## config.mk

```make
export PLATFORM = sky130hd
export DESIGN_NAME = logic_serial_sequencer
export DESIGN_NICKNAME = d
export VERILOG_FILES = /design/src/rtl/logic_serial_sequencer.sv
export SDC_FILE = /design/constraint.sdc
export NUM_CORES = 1
export LEC_CHECK = 0
export CAP_MARGIN = 0
export CORE_ASPECT_RATIO = 1.75
export CORE_MARGIN = 2
export CORE_UTILIZATION = 54
export CTS_CLUSTER_DIAMETER = 50
export CTS_CLUSTER_SIZE = 14
export DETAILED_ROUTE_END_ITERATION = 8
export PLACE_DENSITY = 0.89
export SETUP_SLACK_MARGIN = 0.02
export SLEW_MARGIN = 20
export SYNTH_ARGS = -nofsm -noshare
export SYNTH_HDL_FRONTEND = slang
export SYNTH_SLANG_ARGS = --single-unit
```

## constraint.sdc

```tcl
create_clock -name clk -period 4.95 [get_ports clk]
set_input_delay 1.2375 -clock clk [delete_from_list [all_inputs] [get_ports clk]]
set_output_delay 1.2375 -clock clk [all_outputs]
set_load 0.05 [all_outputs]
```

## src/rtl/logic_serial_sequencer.sv

```systemverilog
// Bit-serial bitwise logic engine: one 1-bit logic slice is reused once per clock,
// LSB first, to build a WIDTH-bit AND/OR/XOR/NOT-A result behind valid/ready channels.
module logic_serial_sequencer #(
    parameter int WIDTH = 32
) (
    input  logic             clk,
    input  logic             rst_n,
    input  logic             start_valid,
    output logic             start_ready,
    input  logic [WIDTH-1:0] op_a,
    input  logic [WIDTH-1:0] op_b,
    input  logic [1:0]       sel,
    input  logic             abort,
    output logic             res_valid,
    input  logic             res_ready,
    output logic [WIDTH-1:0] result,
    output logic             zero,
    output logic             busy
);

    localparam int CNT_W = $clog2(WIDTH);
    localparam logic [CNT_W-1:0] LAST_BIT = CNT_W'(WIDTH - 1);

    typedef enum logic [1:0] {
        IDLE = 2'b00,
        RUN  = 2'b01,
        DONE = 2'b10
    } state_t;

    // Combinational 1-bit slice: 00=AND, 01=OR, 10=XOR, 11=NOT Ai.
    function automatic logic logic_unit(input logic ai, input logic bi, input logic [1:0] op);
        logic ei;
        case (op)
            2'b00:   ei = ai & bi;
            2'b01:   ei = ai | bi;
            2'b10:   ei = ai ^ bi;
            2'b11:   ei = ~ai;
            default: ei = 1'b0;
        endcase
        return ei;
    endfunction

    state_t             state_r;
    state_t             state_s;
    logic [WIDTH-1:0]   sa_r;
    logic [WIDTH-1:0]   sb_r;
    logic [1:0]         sel_r;
    logic [CNT_W-1:0]   cnt_r;
    logic [WIDTH-1:0]   result_r;
    logic               zero_r;
    logic               start_ready_r;
    logic               res_valid_r;
    logic               busy_r;
    logic               accept_s;
    logic               ei_s;
    logic [WIDTH-1:0]   result_shift_s;

    assign ei_s           = logic_unit(sa_r[0], sb_r[0], sel_r);
    assign result_shift_s = {ei_s, result_r[WIDTH-1:1]};

    // Next-state decode; abort takes priority over the last RUN bit.
    always_comb begin
        state_s  = state_r;
        accept_s = 1'b0;
        case (state_r)
            IDLE: begin
                if (start_valid && start_ready_r) begin
                    state_s  = RUN;
                    accept_s = 1'b1;
                end else begin
                    state_s = IDLE;
                end
            end
            RUN: begin
                if (abort) begin
                    state_s = IDLE;
                end else if (cnt_r == LAST_BIT) begin
                    state_s = DONE;
                end else begin
                    state_s = RUN;
                end
            end
            DONE: begin
                if (res_ready) begin
                    state_s = IDLE;
                end else begin
                    state_s = DONE;
                end
            end
            default: begin
                state_s = IDLE;
            end
        endcase
    end

    // State register and handshake flags, all decoded from the next state.
    always_ff @(posedge clk or negedge rst_n) begin
        if (!rst_n) begin
            state_r       <= IDLE;
            start_ready_r <= 1'b1;
            res_valid_r   <= 1'b0;
            busy_r        <= 1'b0;
        end else begin
            state_r       <= state_s;
            start_ready_r <= (state_s == IDLE);
            res_valid_r   <= (state_s == DONE);
            busy_r        <= (state_s != IDLE);
        end
    end

    // Operand shifters, bit counter and result assembly.
    always_ff @(posedge clk or negedge rst_n) begin
        if (!rst_n) begin
            sa_r     <= {WIDTH{1'b0}};
            sb_r     <= {WIDTH{1'b0}};
            sel_r    <= 2'b00;
            cnt_r    <= {CNT_W{1'b0}};
            result_r <= {WIDTH{1'b0}};
            zero_r   <= 1'b0;
        end else begin
            case (state_r)
                IDLE: begin
                    if (accept_s) begin
                        sa_r     <= op_a;
                        sb_r     <= op_b;
                        sel_r    <= sel;
                        cnt_r    <= {CNT_W{1'b0}};
                        result_r <= {WIDTH{1'b0}};
                        zero_r   <= 1'b0;
                    end
                end
                RUN: begin
                    if (abort) begin
                        cnt_r    <= {CNT_W{1'b0}};
                        result_r <= {WIDTH{1'b0}};
                        zero_r   <= 1'b0;
                    end else begin
                        sa_r     <= {1'b0, sa_r[WIDTH-1:1]};
                        sb_r     <= {1'b0, sb_r[WIDTH-1:1]};
                        result_r <= result_shift_s;
                        // Counter parks at the last index so it never exceeds WIDTH-1.
                        if (cnt_r == LAST_BIT) begin
                            zero_r <= ~|result_shift_s;
                        end else begin
                            cnt_r <= cnt_r + CNT_W'(1);
                        end
                    end
                end
                DONE: begin
                    result_r <= result_r;
                end
                default: begin
                    cnt_r <= {CNT_W{1'b0}};
                end
            endcase
        end
    end

    assign start_ready = start_ready_r;
    assign res_valid   = res_valid_r;
    assign busy        = busy_r;
    assign result      = result_r;
    assign zero        = zero_r;

endmodule

```

Word level (Yosys, flattened, before mapping)
Cells that the tools add are included.
{"block": "totals", "regBits": 109, "latchBits": 0, "ram_bits": 0, "romBits": 0, "inputBits": 71, "out_inout_bits": 36, "memories": 0}
{"block": "classes", "addsub": 1, "n_mul": 0, "div_mod_pow": 0, "magnitude_cmp": 0, "eq_ne": 11, "shifts": 0, "n_mux": 25, "bitwise_logic": 5, "reduce_logical": 13}
{"operator": "32-bit 2-to-1 mux", "n": 6}
{"operator": "32-bit one-hot mux with 2 select lines", "n": 3}
{"operator": "32-bit OR reduction", "n": 1}
{"operator": "5-bit 2-to-1 mux", "n": 3}
{"operator": "5-bit one-hot mux with 3 select lines", "n": 1}
{"operator": "3-bit AND reduction", "n": 3}
{"operator": "2-bit == test, second input constant", "n": 4}
{"operator": "2-bit zero test", "n": 3}
{"operator": "1-bit 2-to-1 mux", "n": 6}
{"operator": "2-bit 2-to-1 mux", "n": 3}
{"operator": "3-bit != test, second input constant", "n": 2}
{"operator": "2-bit one-hot mux with 3 select lines", "n": 1}
{"operator": "5-bit by 1-bit adder with 5-bit output, second input constant", "n": 1}
{"operator": "5-bit == test, second input constant", "n": 1}
{"operator": "2-bit by 1-bit == test with 1-bit output, second input constant", "n": 2}
{"operator": "2-bit != test, second input constant", "n": 2}
{"operator": "1-bit one-hot mux with 4 select lines", "n": 1}
{"operator": "2-bit AND reduction", "n": 2}
{"operator": "2-bit nonzero test", "n": 2}
{"operator": "1-bit inverter", "n": 2}
{"operator": "1-bit one-hot mux with 2 select lines", "n": 1}
{"operator": "1-bit bitwise AND", "n": 1}
{"operator": "1-bit logical AND", "n": 1}
{"operator": "1-bit zero test", "n": 1}
{"operator": "other kinds (2)", "n": 2}

Depth between registers and ports, before layout
{"block": "depth", "depth_word": 7, "mapped_depth": 8}

Least setup slack after synthesis
OpenSTA, ideal clock, no wires.
{"block": "synth_timing", "path_kind": "input port to flip-flop", "startpoint": "input port abort", "endpoint": "register zero_r (netlist: zero)", "setup_ns": 0.092, "arrival_ns": 2.269, "required_ns": 4.858, "setup_slack_ns": 2.589, "cell_stages": 4, "path_cell_list": "nor3b_2 -> nand3_1 -> or4_1 -> o31ai_2"}
{"block": "synth_between", "elab_chain_len": 2}
{"element": "from (decl)", "line": "13", "text": "input logic abort,"}
{"element": "3-bit != test (no line) / 1-bit 2-to-1 mux (equally long branches)"}
{"element": "3-bit AND reduction (no line) / 1-bit one-hot mux with 2 select lines (equally long branches)"}
{"element": "to (signal assigned)", "line": "143", "text": "zero_r <= ~|result_shift_s;"}
{"element": "to (decl)", "line": "50", "text": "logic zero_r;"}
Several ways; a longest one is shown, not always the timed one.
A chain may end at the register's enable or synchronous reset.

Final worst setup path
{"block": "layout_timing", "startpoint": "input port abort", "endpoint": "register sa_r[11]"}
{"block": "layout_between", "elab_chain_len": 2}
{"element": "2-bit != test (no line)"}
{"element": "3-bit AND reduction (no line)"}
{"element": "to (signal assigned)", "line": "114", "text": "sa_r <= {WIDTH{1'b0}};"}
{"element": "to (signal assigned)", "line": "124", "text": "sa_r <= op_a;"}
{"element": "to (signal assigned)", "line": "138", "text": "sa_r <= {1'b0, sa_r[WIDTH-1:1]};"}
{"element": "to (decl)", "line": "45", "text": "logic [WIDTH-1:0] sa_r;"}
Every way passes these cells.

==> run metrics <==
status finished, final reports clean; GP Congestion 0.7489; Rows 45; CP Launch Point abort; layout cells sized above 1 6.977%; Most used DFF post-synth dfrtp_1; Slew headroom 49.22%; setup TNS 0 ns; Gates resized, CTS repair 0; Final min period around 3.0 ns; clock insertion delay at the later pin of the skew report 0.34 ns; first-pass GRT wire length 16.39 mm; worst hold path class flop to flop; pwr/cell area 498.2 nW/um^2; Worst R2R Path Depth 4; synth-to-layout area growth 30.94%; Syn Std Cell Area 4731 um^2; drt pass-1 iters 4; Die Wd 74.76 um; reg2reg end sb_r[13]$_DFFE_PN0P_; r2r setup slk 2.80 ns; post-CTS setup buffers 0; crit path capture type flop; pre-CTS setup slack 1.611 ns; clock skew a little under 0.007 ns; actual slew at the worst max-slew pin 0.7617 ns; Post-synth EDFFs 0; via/cell ratio 5.524; Clock Pin Slew Worst Setup and Hold Paths 0.07 ns; Initial Util about 55%; Post-CTS Hold Fix Bufs 0; # DRC 0; DR iter-0 viols 183; Diodes inserted 0; final setup fails 0; die height approximately 130 um; WL/cell around 16 um; Hold Fails Final Rpt 0; pin count of the biggest net entering global routing 87; CTS Buffer Depth 2; crit start category input pin; # fillers 615; post-route ant nets 0; worst setup path endpoint sa_r[11]$_DFFE_PN0P_; Post-synth ARST share 100.0%; final slew viol count 0; CTS sink cnt 109; r2r startpoint state_r[0]$_DFF_PN0_; Setup CP Type input pin to flop; total power 0.003086 W; Synth Register Bits 109; Distinct cells, synth 37; synthesized instance count 416; # nets final 586; clock tree from TritonCTS yes; core area 8615 um^2; num ports approximately 110; via count between 3000 and 4000; Post-Synthesis Net Count 491; setup ws final 1.958 ns; max-cap violations 0; Avg Cell Area, Syn 11.37 um^2; sequential share of the synthesized area 57.68%; Static Leak between 2 and 3 nW; hpwl dp approximately 7 mm; Worst Hold Launch sb_r[10]$_DFFE_PN0P_; WP data required 5.14 ns; Crit Path Max Fanout 50; initial antenna violation count 0; unrepaired setup endpoints after global routing false; CTS buffer count 9; die area roughly 9600 um^2; GRT Overall Usage 22.15%; Fmax 334.3 MHz; Worst VDD drop 0.2507 mV; IO buf count ~110; WL final approximately 10 mm; Synth warnings 0; CP Data Arrival Time 3.19 ns; total gr overflow 0; fin crit share between 60% and 70%; H-Tree Depth 3; vias in the first global route 3424; CTS root buf clkbuf_16
## registers in the layout, indices dropped and copies added (netlist names)
name	flops
busy	1
res_valid	1
start_ready	1
result	32
sb_r	32
sa_r	32
zero	1
state_r	2
sel_r	2
cnt_r	5
## through the flow
stage	area [um^2]	instances	util, %	hold slack, ns
after floorplan	4731	416	-	0.4496
after global placement	5878	617	68.24	0.4610
after detailed placement	5878	617	68.24	0.4701
after CTS	6191	633	71.87	0.4844
after global routing	6195	633	71.91	0.5072
final	6195	633	71.91	0.4790
## cell type report
cell class | count | area [um^2] | area share, %
Clock buffer | 13 | 270.3 | 4.363
Clock inverter | 3 | 42.54 | 0.6867
Inverter | 4 | 15.01 | 0.2424
Multi-Input combinational cell | 274 | 1877 | 30.30
Sequential cell | 109 | 2729 | 44.05
Tap cell | 117 | 146.4 | 2.363
Timing Repair Buffer | 113 | 1115 | 18.00
## synthesized netlist by cell type, drive strengths merged (3+ instances only)
| cell | n | area (um^2) |
|---|---|---|
| a22o | 34 | 299.0 |
| clkbuf | 13 | 48.80 |
| nor4 | 7 | 43.79 |
| ha | 4 | 50.05 |
| buf | 16 | 80.08 |
| o21ai | 70 | 350.3 |
| mux2 | 3 | 33.78 |
| dfrtp | 108 | 2703 |
| mux2i | 62 | 620.6 |
| inv | 4 | 15.01 |
| nand2 | 67 | 251.5 |
| nor2 | 3 | 13.77 |
## placed cells by master, fill, tap and decap left out, types with 3 or more instances in the layout
| cell type | n |
|---|---|
| mux2i_1 | 62 |
| nor4_1 | 7 |
| clkdlybuf4s50_1 | 105 |
| o21ai_1 | 5 |
| ha_1 | 4 |
| dfrtp_1 | 108 |
| inv_1 | 4 |
| a22o_1 | 33 |
| clkbuf_16 | 9 |
| clkbuf_8 | 3 |
| o21ai_0 | 65 |
| buf_4 | 7 |
| mux2_2 | 3 |
| nand2_1 | 67 |
## worst min path at each step
stage	endpoint	slack [ns]	depth (start not counted)
6_report	sb_r[10]$_DFFE_PN0P_	0.48	2
5_1_grt	sb_r[28]$_DFFE_PN0P_	0.51	2
3_3_place_gp	sa_r[22]$_DFFE_PN0P_	0.46	2
4_1_cts	sa_r[17]$_DFFE_PN0P_	0.48	2
3_5_place_dp	sa_r[17]$_DFFE_PN0P_	0.47	2
2_1_floorplan	sa_r[10]$_DFFE_PN0P_	0.45	2
## critical path: stages
cell and delay [ns]:
clkdlybuf4s50_1 0.57, nor3b_4 0.06, buf_4 0.25, nor2_4 0.40, buf_4 0.46, o21ai_0 0.18
## power by group
part / switching (W) / internal, W
registers: 0.000173 / 0.00118
clock network: 0.000305 / 0.000433
logic: 0.000568 / 0.000431
total: 0.00105 / 0.00204
## kinds of logic (layout without fill, tap and decap cells)
logic type,after synthesis,count (layout),share of synthesized area (%)
compound gates,108,108,14.41
xor+xnor,1,1,0.1852
fa+ha+maj,4,4,1.058
buf+inv,33,133,3.042
flops,109,109,57.68
mux,66,66,14.31
simple gates,95,95,9.310
## metal layers
layer / global-route usage (%) / vias up / routed length [um]
met5: 0 / - / 0
met4: 7.983 / 0 / 210
met3: 5.031 / 13 / 483
met2: 35.61 / 87 / 5222
met1: 29.19 / 1729 / 4341
li1: - / 1668 / -
(Power assumes the default switching activity.)
==> RTL edit 1 (same flow settings) <==
The parameter `WIDTH` goes from 32 to 16.
--- a/src/rtl/logic_serial_sequencer.sv
+++ b/src/rtl/logic_serial_sequencer.sv
@@ -1,7 +1,7 @@
 // Bit-serial bitwise logic engine: one 1-bit logic slice is reused once per clock,
 // LSB first, to build a WIDTH-bit AND/OR/XOR/NOT-A result behind valid/ready channels.
 module logic_serial_sequencer #(
-    parameter int WIDTH = 32
+    parameter int WIDTH = 16
 ) (
     input  logic             clk,
     input  logic             rst_n,
Ports: changed (resized op_a, op_b and result); port bits go from 107 to 59. No check against the original RTL was run, so the function may have changed too.
==> RTL edit 1 against the unedited design <==
  * Area after synthesis down 44%
  * Synthesized cell count down 45%
  * Sequential cell count down 49
  * Combinational power down 33%
  * Design area down 44%
  * Count of clock-buffer cells in the layout up 1
  * Total power down 41%
  * Wire length down 49%
  * Clock skew down 0.0033 ns
  * Worst setup slack better by 0.092 ns
  * Critical endpoint is now start_ready
  * Highest routed layer unchanged
==> RTL edit 1: results (changes against the unedited design) <==
Fillers: 360 (was 615)
DR vias: 1952 (was 3497)
Post-Synthesis Cells: 227 (was 416)
I/O Buffers: 58 (was 106)
dominant cells by area after synthesis: dfrtp_1 (56%), mux2i_1 (11%), a22o_1 (5.7%) (was dfrtp_1 (57%), mux2i_1 (13%), o21ai_0 (6.9%))
Peak VDD IR: 0.000546 V (was 0.000251 V)
Finished Cell Area: 3470 um^2 (was 6190 um^2)
Routed WL: 5230 um (was 10300 um)
Avg Vias per Cell: 5.69 (was 5.52)
syn_nets: 269 (was 491)
Root Buffer: clkbuf_8 (was clkbuf_16)
Synth Area in XOR/XNOR: 0.00333 (was 0.00185)
HPWL after DPL: 3570 um (was 7070 um)
largest net degree at the start of global routing: 63 (was 87)
Post-Synth Adder-Cell Area: 0.0143 (was 0.0106)
r2r worst-path depth: 6 (was 4)
FF-to-FF End: sb_r[6] (was sb_r[13])
RD Place Congestion: 0.719 (was 0.749)
Compound-Gate Fraction of Synth Area: 0.143 (was 0.144)
crit path DAT: 1.66 ns (was 3.19 ns)
post-synthesis mux area share: 0.131 (was 0.143)
WP buf/inv: 1 (was 3)
Iteration-0 DRC Markers: 57 (was 183)
status: completed (unchanged)
Total Routing Usage GR: 0.212 (was 0.221)
flop2flop setup slack: 3.23 ns (was 2.80 ns)
Crit Path Max Fanout: 3 (was 50)
P_sw: 0.646 mW (was 1.05 mW)
worst-case clock skew: 0.00354 ns (was 0.00688 ns)
Leakage Power: 1.57 nW (was 2.79 nW)
-- RTL edit 1: cell types whose count changed after synthesis, moves of 5 or more --
| cell | change |
|---|---|
| o21ai_1 | +24 |
| nand2_1 | -32 |
| o21ai_0 | -57 |
| nor4_1 | -5 |
| a22o_1 | -16 |
| dfrtp_1 | -49 |
| clkbuf_1 | -13 |
| mux2i_1 | -32 |
-- RTL edit 1: cell type report --
type / count / share of cell area
Multi-Input combinational cell: 150 / 0.307
Sequential cell: 60 / 0.433
Clock buffer: 14 / 0.0527
Timing Repair Buffer: 63 / 0.184
Clock inverter: 1 / 0.00144
Inverter: 3 / 0.00325
Tap cell: 52 / 0.0188
-- RTL edit 1: worst min-delay path by stage --
stage,endpoint,cells past startpoint,start,slack [ns]
after floorplan,sa_r[5],2,sa_r[5],0.45
after detailed placement,sa_r[12],2,sa_r[12],0.48
after global placement,sa_r[5],2,sa_r[5],0.46
after global routing,sb_r[12],2,sb_r[12],0.51
final,sa_r[12],2,sa_r[12],0.48
after CTS,sa_r[12],2,sa_r[12],0.49
-- RTL edit 1: routing by layer --
metal / vias to the layer above / part of all wire / track usage / wire [um]
met2: 48 / 0.55 / 0.368 / 2860
met4: 0 / 0.0069 / 0.0756 / 36
met5: - / 0 / 0 / 0
met1: 969 / 0.41 / 0.246 / 2140
li1: 931 / - / - / -
met3: 4 / 0.038 / 0.0645 / 198
-- RTL edit 1: through the flow --
stage / total power, mW / worst slack [ns]
2_1_floorplan: 1.24 / 2.78
3_3_place_gp: 1.38 / 1.67
3_5_place_dp: 1.41 / 1.60
4_1_cts: 1.83 / 1.96
5_1_grt: 1.96 / 2.00
6_report: 1.84 / 2.05
-- RTL edit 1: kinds of logic (layout without fill, tap and decap cells) --
family                   Yosys count  in the layout
flip-flops                        60             60
AO/OA/AOI/OAI                     58             58
AND/OR/NAND/NOR                   55             55
multiplexers                      33             33
buffers and inverters             17             81
adder cells (fa/ha/maj)            3              3
XOR/XNOR                           1              1
-- RTL edit 1: power groups by stage --
stage / logic [mW] / clock network, mW / registers [mW]
finish: 0.670 / 0.408 / 0.758
detailed placement: 0.648 / 0 / 0.763
global route: 0.744 / 0.436 / 0.778
global placement: 0.621 / 0 / 0.755
floorplan: 0.442 / 0 / 0.797
CTS: 0.652 / 0.419 / 0.757
==> RTL edit 2 (same flow settings) <==
Without the edit above. Re-encode `state_t` (3 states) as one-hot, 3 bits wide.
--- a/src/rtl/logic_serial_sequencer.sv
+++ b/src/rtl/logic_serial_sequencer.sv
@@ -21,10 +21,10 @@
     localparam int CNT_W = $clog2(WIDTH);
     localparam logic [CNT_W-1:0] LAST_BIT = CNT_W'(WIDTH - 1);
 
-    typedef enum logic [1:0] {
-        IDLE = 2'b00,
-        RUN  = 2'b01,
-        DONE = 2'b10
+    typedef enum logic [2:0] {
+        IDLE = 3'b001,
+        RUN  = 3'b010,
+        DONE = 3'b100
     } state_t;
 
     // Combinational 1-bit slice: 00=AND, 01=OR, 10=XOR, 11=NOT Ai.
Function: same outputs for any inputs over 10 cycles, from zero or initial values and one cycle with rst_n low; not proved beyond that.
==> RTL edit 2 against the unedited design <==
  * Synthesized cell count up 0.24%
  * Wire length up 3.2%
  * Design area up 1.1%
  * Sequential cell count up 1
  * Register-to-register slack worse by 0.44 ns
  * Worst setup slack better by 0.0021 ns
  * Core utilization down 0.17 points
  * Hold slack better by 0.030 ns
  * Area after synthesis up 2.6%
  * Clock skew up 0.0025 ns
  * Count of clock-buffer cells in the layout down 3
  * Total power down 2.3%
  * Combinational power down 14%
  * Critical path type is now register to primary output
  * Highest routed layer unchanged
==> RTL edit 2: results (changes against the unedited design) <==
Post-Synth Adder-Cell Area: 0.0103 (was 0.0106)
dominant cells by area after synthesis: dfrtp_1 (56%), mux2i_1 (13%), a21oi_1 (7.0%) (was dfrtp_1 (57%), mux2i_1 (13%), o21ai_0 (6.9%))
Compound-Gate Fraction of Synth Area: 0.146 (was 0.144)
Net Sw Frac: 0.329 (was 0.339)
RD Place Congestion: 0.765 (was 0.749)
Mean Syn Cell Area: 11.6 um^2 (was 11.4 um^2)
Area after DPL: 5930 um^2 (was 5880 um^2)
largest net degree at the start of global routing: 74 (was 87)
post-synthesis mux area share: 0.137 (was 0.143)
Final nets: 587 (was 586)
Crit Path Max Fanout: 5 (was 50)
Avg Vias per Cell: 5.67 (was 5.52)
Tot Pwr: 3.02 mW (was 3.09 mW)
first-pass GRT wire length: 17300 um (was 16400 um)
post-synth cell types: 36 (was 37)
vias in the first global route: 3625 (was 3424)
worst-case clock skew: 0.00936 ns (was 0.00688 ns)
status: completed (unchanged)
hold path start: sa_r[31] (was sb_r[10])
fraction of layout cells with a size suffix above 1: 0.0716 (was 0.0698)
DR pass1 iterations: 5 (was 4)
Synth Area in XOR/XNOR: 0 (was 0.00185)
largest stage delay on the critical path: 0.81 ns (was 0.57 ns)
Total Routing Usage GR: 0.233 (was 0.221)
Clock net power: 0.789 mW (was 0.738 mW)
Seq/Total Area, Yosys: 0.567 (was 0.577)
Synth top cells by count: dfrtp_1 (108), a21oi_1 (68), nor2_1 (66), mux2i_1 (62), a22o_1 (36) (was dfrtp_1 (108), nand2_1 (67), o21ai_0 (65), mux2i_1 (62), a22o_1 (33))
Leakage Power: 2.55 nW (was 2.79 nW)
Iteration-0 DRC Markers: 206 (was 183)
crit path DAT: 1.75 ns (was 3.19 ns)
power share of the combinational group: 0.285 (was 0.324)
HPWL after DPL: 7420 um (was 7070 um)
RTL edit 2: cell count changes after synthesis, sizes merged, moves of 2 or more:
cell	delta
o21ai	-69
a21oi	+67
nand2	-64
nor2	+63
buf	+10
clkbuf	-10
a22o	+2
a31oi	+2
nor4b	+2
RTL edit 2: final timing paths:
path	slack [ns]	end	depth (start not counted)
max	1.96	start_ready	1
min	0.51	sa_r[31]	1
max reg2reg	2.36	sa_r[13]	5
min reg2reg	0.51	sa_r[31]	1
max in group asynchronous	2.94	sb_r[29]	2
min in group asynchronous	1.00	result[13]	1
RTL edit 2: cell type report:
class                           instances  area (um^2)
Timing Repair Buffer                  113         1110
Clock buffer                           10          239
Clock inverter                          6         93.8
Multi-Input combinational cell        274         1900
Fill cell                             620         2470
Tap cell                              117          146
Inverter                                4         15.0
Sequential cell                       110         2760
RTL edit 2: layer usage:
metal	vias up	GRT usage	wire length (um)
met5	-	0	0
met4	0	0.0949	195
met3	17	0.0420	479
met2	129	0.397	5760
met1	1758	0.287	4150
li1	1689	-	-
